[src/rtl/aes_pkg.sv]
// Shared AES MixColumns types, constants and GF(2^8) helper.
package aes_pkg;
   localparam logic [7:0] GF_POLY  = 8'h1B;
   localparam int         NUM_COLS = 4;

   typedef logic [127:0] state_t;
   typedef logic [31:0]  col_t;

   typedef enum logic [1:0] {IDLE, BUSY, DONE} mix_state_t;

   function automatic logic [7:0] xtime(input logic [7:0] b);
      return {b[6:0], 1'b0} ^ (b[7] ? GF_POLY : 8'h00);
   endfunction
endpackage

[src/rtl/mix_col_sub.sv]
// Combinational single-column MixColumns unit (forward; inverse too when
// MIX_COL_INV_EN is defined).
module mix_col_sub
   import aes_pkg::*;
(
   input  col_t col_i,
`ifdef MIX_COL_INV_EN
   input  logic inv_i,
`endif
   output col_t col_o
);
   logic [7:0] b  [4];
   logic [7:0] x2 [4];
`ifdef MIX_COL_INV_EN
   logic [7:0] x4 [4];
   logic [7:0] x8 [4];
`endif

   always_comb begin
      col_o = '0;
      for (int i = 0; i < 4; i++) begin
         b[i]  = col_i[8*i +: 8];
         x2[i] = xtime(b[i]);
`ifdef MIX_COL_INV_EN
         x4[i] = xtime(x2[i]);
         x8[i] = xtime(x4[i]);
`endif
      end
      // Byte 3 is AES row 0, so the "next row" lives at the next-lower byte.
      for (int i = 0; i < 4; i++) begin
         col_o[8*i +: 8] = x2[i] ^ x2[(i+3)%4] ^ b[(i+3)%4] ^ b[(i+2)%4] ^ b[(i+1)%4];
`ifdef MIX_COL_INV_EN
         if (inv_i)
            col_o[8*i +: 8] = (x8[i] ^ x4[i] ^ x2[i])
                            ^ (x8[(i+3)%4] ^ x2[(i+3)%4] ^ b[(i+3)%4])
                            ^ (x8[(i+2)%4] ^ x4[(i+2)%4] ^ b[(i+2)%4])
                            ^ (x8[(i+1)%4] ^ b[(i+1)%4]);
`endif
      end
   end
endmodule

[src/rtl/mix_col_seq.sv]
// Time-multiplexed AES MixColumns: one column per clock, valid/ready on both
// sides. Define MIX_COL_INV_EN to add the inv_mode port and inverse transform.
module mix_col_seq #(
   parameter int NUM_COLS = 4,
   parameter int COL_W    = 32
) (
   input  logic                      clk,
   input  logic                      rst,
   input  logic                      in_valid,
   output logic                      in_ready,
   input  logic [NUM_COLS*COL_W-1:0] data_in,
`ifdef MIX_COL_INV_EN
   input  logic                      inv_mode,
`endif
   output logic                      out_valid,
   input  logic                      out_ready,
   output logic [NUM_COLS*COL_W-1:0] data_out
);
   import aes_pkg::*;

   localparam logic [1:0] LAST_COL = 2'(NUM_COLS - 1);

   mix_state_t                fsm_q, fsm_d;
   logic [1:0]                cnt_q, cnt_d;
   logic [NUM_COLS*COL_W-1:0] st_q, st_d;
   logic [NUM_COLS*COL_W-1:0] dout_q, dout_d;
   logic                      in_ready_q, in_ready_d;
   logic                      out_valid_q, out_valid_d;
   logic [COL_W-1:0]          col_in, col_mix;
`ifdef MIX_COL_INV_EN
   logic                      inv_q, inv_d;
`endif

   assign col_in = st_q[int'(cnt_q)*COL_W +: COL_W];

   mix_col_sub u_col (
      .col_i (col_in),
`ifdef MIX_COL_INV_EN
      .inv_i (inv_q),
`endif
      .col_o (col_mix)
   );

   always_comb begin
      fsm_d       = fsm_q;
      cnt_d       = cnt_q;
      st_d        = st_q;
      dout_d      = dout_q;
      in_ready_d  = in_ready_q;
      out_valid_d = out_valid_q;
`ifdef MIX_COL_INV_EN
      inv_d       = inv_q;
`endif
      case (fsm_q)
         IDLE: begin
            if (in_valid) begin
               st_d       = data_in;
               cnt_d      = 2'd0;
               in_ready_d = 1'b0;
               fsm_d      = BUSY;
`ifdef MIX_COL_INV_EN
               inv_d      = inv_mode;
`endif
            end
         end
         BUSY: begin
            dout_d[int'(cnt_q)*COL_W +: COL_W] = col_mix;
            if (cnt_q == LAST_COL) begin
               cnt_d       = 2'd0;
               out_valid_d = 1'b1;
               fsm_d       = DONE;
            end else begin
               cnt_d = cnt_q + 2'd1;
            end
         end
         DONE: begin
            // No new accept in DONE: in_ready only rises with the handshake.
            if (out_ready) begin
               out_valid_d = 1'b0;
               in_ready_d  = 1'b1;
               fsm_d       = IDLE;
            end
         end
         default: begin
            fsm_d       = IDLE;
            in_ready_d  = 1'b1;
            out_valid_d = 1'b0;
            cnt_d       = 2'd0;
         end
      endcase
   end

   always_ff @(posedge clk) begin
      if (rst) begin
         fsm_q       <= IDLE;
         cnt_q       <= 2'd0;
         st_q        <= '0;
         dout_q      <= '0;
         in_ready_q  <= 1'b1;
         out_valid_q <= 1'b0;
`ifdef MIX_COL_INV_EN
         inv_q       <= 1'b0;
`endif
      end else begin
         fsm_q       <= fsm_d;
         cnt_q       <= cnt_d;
         st_q        <= st_d;
         dout_q      <= dout_d;
         in_ready_q  <= in_ready_d;
         out_valid_q <= out_valid_d;
`ifdef MIX_COL_INV_EN
         inv_q       <= inv_d;
`endif
      end
   end

   assign in_ready  = in_ready_q;
   assign out_valid = out_valid_q;
   assign data_out  = dout_q;
endmodule

[config.mk]
export PLATFORM = sky130hd
export DESIGN_NAME = mix_col_seq
export DESIGN_NICKNAME = d
export VERILOG_FILES = /design/src/rtl/aes_pkg.sv /design/src/rtl/mix_col_sub.sv /design/src/rtl/mix_col_seq.sv
export SDC_FILE = /design/constraint.sdc
export NUM_CORES = 1
export LEC_CHECK = 0
export ABC_AREA = 1
export CAP_MARGIN = 20
export CORE_ASPECT_RATIO = 0.8
export CORE_UTILIZATION = 56
export CTS_BUF_LIST = sky130_fd_sc_hd__clkbuf_8 sky130_fd_sc_hd__clkbuf_16
export DETAILED_ROUTE_END_ITERATION = 8
export HOLD_SLACK_MARGIN = 0.1
export PLACE_DENSITY = 0.86
export SETUP_SLACK_MARGIN = 0.02
export SLEW_MARGIN = 5
export SYNTH_ARGS = -nofsm -noshare
export SYNTH_HDL_FRONTEND = slang
export SYNTH_SLANG_ARGS = --single-unit
export TNS_END_PERCENT = 100
[constraint.sdc]
create_clock -name clk -period 5.7 [get_ports clk]
set_clock_uncertainty 0.2 [all_clocks]
set_input_delay 1.14 -clock clk [delete_from_list [all_inputs] [get_ports clk]]
set_output_delay 1.14 -clock clk [all_outputs]
set_load 0.02 [all_outputs]
==> results.sh <==
export IMPL_tns_ns=0
export IMPL_final_area_um2=16000
export IMPL_wl_mm=40.8
export IMPL_syn_cell_area_um2=12600
export IMPL_crit_start="cnt_q[0]$_SDFFE_PP0P_"
export IMPL_slowest_stage="dfxtp_4"
export IMPL_cts_tree="built"
export IMPL_cts_root_buf="clkbuf_16"
export IMPL_fmax_mhz=273
export IMPL_nNetsFinal=2268
export IMPL_dp_hpwl_mm=28.9
export IMPL_vias_per_cell=5.61
export IMPL_period_minus_slack_ns=3.66
export IMPL_powerDensity_nw_per_um2=300
export IMPL_synth_common_cells="nand2_1 (713), dfxtp_1 (262), nor2_1 (239)"
export IMPL_grt_usage_pct=34.7
export IMPL_path_buf_inv=2
export IMPL_die_x_um=170
export IMPL_yosys_area_top_type_share_pct=41.7
export IMPL_hold_violations=0
export IMPL_dr_pass1_iters=7
export IMPL_synth_distinct_cells=30
export IMPL_timing_final_ws_setup_ns=2.04
export IMPL_endpoint_kind="flop"
export IMPL_clkSinkCount=262
export IMPL_n_antenna_cell=0
export IMPL_reg2reg_from="cnt_q[0]$_SDFFE_PP0P_"
export IMPL_rsz0062_at_grt="false"
export IMPL_avgSynthCellArea_um2=6.47
export IMPL_vias=13718
export IMPL_synthesis_nets=2084
export IMPL_cpPeakStageDelay_ns=0.84
export IMPL_grt_overflow=0
export IMPL_postCtsSetupRepairBufs=0
export IMPL_max_cap_violations=0
export IMPL_p_total_mw=4.82
export IMPL_grt_pass1_vias=12259
export IMPL_gp_congestion=0.907
export IMPL_cp_data_required_time_ns=5.96
export IMPL_cts_hold_buffers=0
export IMPL_coreArea_um2=21800
export IMPL_synth_flop_cell="dfxtp_1"
export IMPL_yosys_cell_count_top_type="nand2_1"
export IMPL_post_cts_resize_count=0
export IMPL_die_y_um=136
export IMPL_drive_above_1_share_pct=5.59
export IMPL_grt_first_pass_wirelength_mm=63.2
export IMPL_finalCritPeriodShare_pct=64.2
export IMPL_syn_inst=1946
export IMPL_dieArea_um2=23100
export IMPL_setup_violations=0
export IMPL_tightest_slew_ns=1.12
export IMPL_synthTopCellsByArea="dfxtp_1 (42%), nand2_1 (21%), nor2_1 (7.1%)"
export IMPL_hp_start="out_valid$_SDFFE_PP0P_"
export IMPL_crit_top_cell="nand2_1"
export IMPL_crit_family="simple AND/OR/NAND/NOR gates"
export IMPL_yosysSeqAreaShare_pct=41.7
export IMPL_synth_edf_count=0
export IMPL_synthArstFlopShare_pct=0
export IMPL_grt_max_degree=111
export IMPL_clkTransAtPathRegs_ns=0.06
export IMPL_p_leak_nw=6.72
export IMPL_cts_buffers=26
export IMPL_critPathKind="reg -> reg"
export IMPL_worst_hold_slack_ns=0.258
export IMPL_path_cells="buf_4 > nand2_1 > nand3_1 > nand2_1 > inv_1 > nand2_1 > nand2_1 > nand2_1 > nand2_1 > nand2_1 > nand2_1 > nand4_1 > a21oi_1"
export IMPL_cp_max_fo=72
export IMPL_initial_core_util_pct=57.7
export IMPL_clk_path_buf_depth=3
export IMPL_io_pins=262
export IMPL_ir_worst_vdd_v=0.000186
export IMPL_worst_ep_arrival_time_ns=3.93
export IMPL_ctsHtreeMaxLevel=1
export IMPL_slew_violations=0
export IMPL_run_status="finished clean"
export IMPL_insertion_delay_ns=0.54
export IMPL_yosys_area_top_type="dfxtp_1"
export IMPL_drc=0
export IMPL_dpl_cell_area_um2=15200
export IMPL_first_iter_violations=1580
export IMPL_antenna_found_initial=0
export IMPL_synth_warnings=0
export IMPL_syn2layout_area_growth_pct=27.5
export IMPL_io_buffers=261
export IMPL_row_count=48
export IMPL_start_kind="flop"
export IMPL_slew_headroom_pct=25.0
export IMPL_pre_cts_ws_ns=2.16
export IMPL_ant_nets=0
export IMPL_ys_seq_elements=262
export IMPL_hold_path_class="reg -> reg"
export IMPL_wl_per_cell_um=16.7
final timing paths:
| check | endpoint | slack (ns) | depth (start not counted) |
|---|---|---|---|
| worst min register to register | out_valid$_SDFFE_PP0P_ | 0.26 | 2 |
| worst max register to register | data_out[106]$_SDFFE_PP0P_ | 2.04 | 13 |
| worst min-delay path | out_valid$_SDFFE_PP0P_ | 0.26 | 2 |
| worst max-delay path | data_out[106]$_SDFFE_PP0P_ | 2.04 | 13 |
power by group:
part | internal, mW | leakage [nW] | switching [mW]
Sequential | 1.93 | 2.14 | 0.0686
Clock | 0.919 | 0.424 | 0.712
Combinational | 0.380 | 4.15 | 0.810
routing by layer:
| metal | global-route usage (%) | share of wire [%] | vias up |
|---|---|---|---|
| li1 | - | - | 6654 |
| met1 | 47.8 | 43 | 6261 |
| met2 | 53.0 | 44 | 703 |
| met3 | 8.15 | 10 | 100 |
| met4 | 12.7 | 3.2 | 0 |
| met5 | 0 | 0 | - |
kinds of logic after synthesis:
logic type / share of synthesized area, %
simple gates: 40.1
fa+ha+maj: 0.596
buf+inv: 5.95
xor+xnor: 0.606
compound gates: 11.1
flops: 41.7
metrics by stage:
step / cells / utilization, %
after global placement: 2398 / 69.5
after global routing: 2446 / 73.6
after detailed placement: 2398 / 69.5
after floorplan: 1946 / -
after CTS: 2442 / 73.2
final: 2446 / 73.6
placed cells by master, fill, tap and decap left out:
| master | count |
|---|---|
| nor3_1 | 2 |
| nand4_1 | 53 |
| clkdlybuf4s50_1 | 260 |
| clkbuf_8 | 2 |
| nand3_1 | 170 |
| clkbuf_16 | 27 |
| dfxtp_4 | 1 |
| nand2_2 | 29 |
| a21o_1 | 1 |
| inv_1 | 43 |
| o21ai_0 | 131 |
| nor2_2 | 10 |
| bufinv_16 | 1 |
| inv_2 | 15 |
| nor2_1 | 237 |
| nand2_1 | 712 |
| dfxtp_2 | 1 |
| a21oi_1 | 144 |
| nor4_4 | 1 |
| buf_16 | 3 |
| xnor2_1 | 4 |
| nand3b_1 | 1 |
| nor2_4 | 1 |
| dfxtp_1 | 260 |
| nand2_4 | 2 |
| clkinvlp_4 | 1 |
| nand3_2 | 1 |
| xor2_1 | 1 |
| buf_8 | 1 |
| o21a_1 | 1 |
| buf_4 | 15 |
| ha_1 | 6 |
| clkinv_2 | 7 |
| xor2_2 | 1 |
| xnor2_2 | 1 |
worst register-to-register path: stages, from the launching register on:
cell and delay, ns:
dfxtp_4 0.84, buf_4 0.74, nand2_1 0.26, nand3_1 0.17, nand2_1 0.22, inv_1 0.20
nand2_1 0.08, nand2_1 0.06, nand2_1 0.06, nand2_1 0.07, nand2_1 0.05, nand2_1 0.33
nand4_1 0.14, a21oi_1 0.16
final cells by class:
type	count	area (um^2)
clock buffers	29	703
inverters	52	198
multi-input cells	1509	6610
clock inverters	15	92.6
fillers	1769	5760
flip-flops and latches	262	5250
repair buffers	279	2810
well taps	300	375
flip-flops by register name (all words and copies together), names as in the netlist:
register   flops
cnt_q          2
data_out     128
fsm_q          2
in_ready       1
out_valid      1
st_q         128
Power figures use the tool's default switching activity.
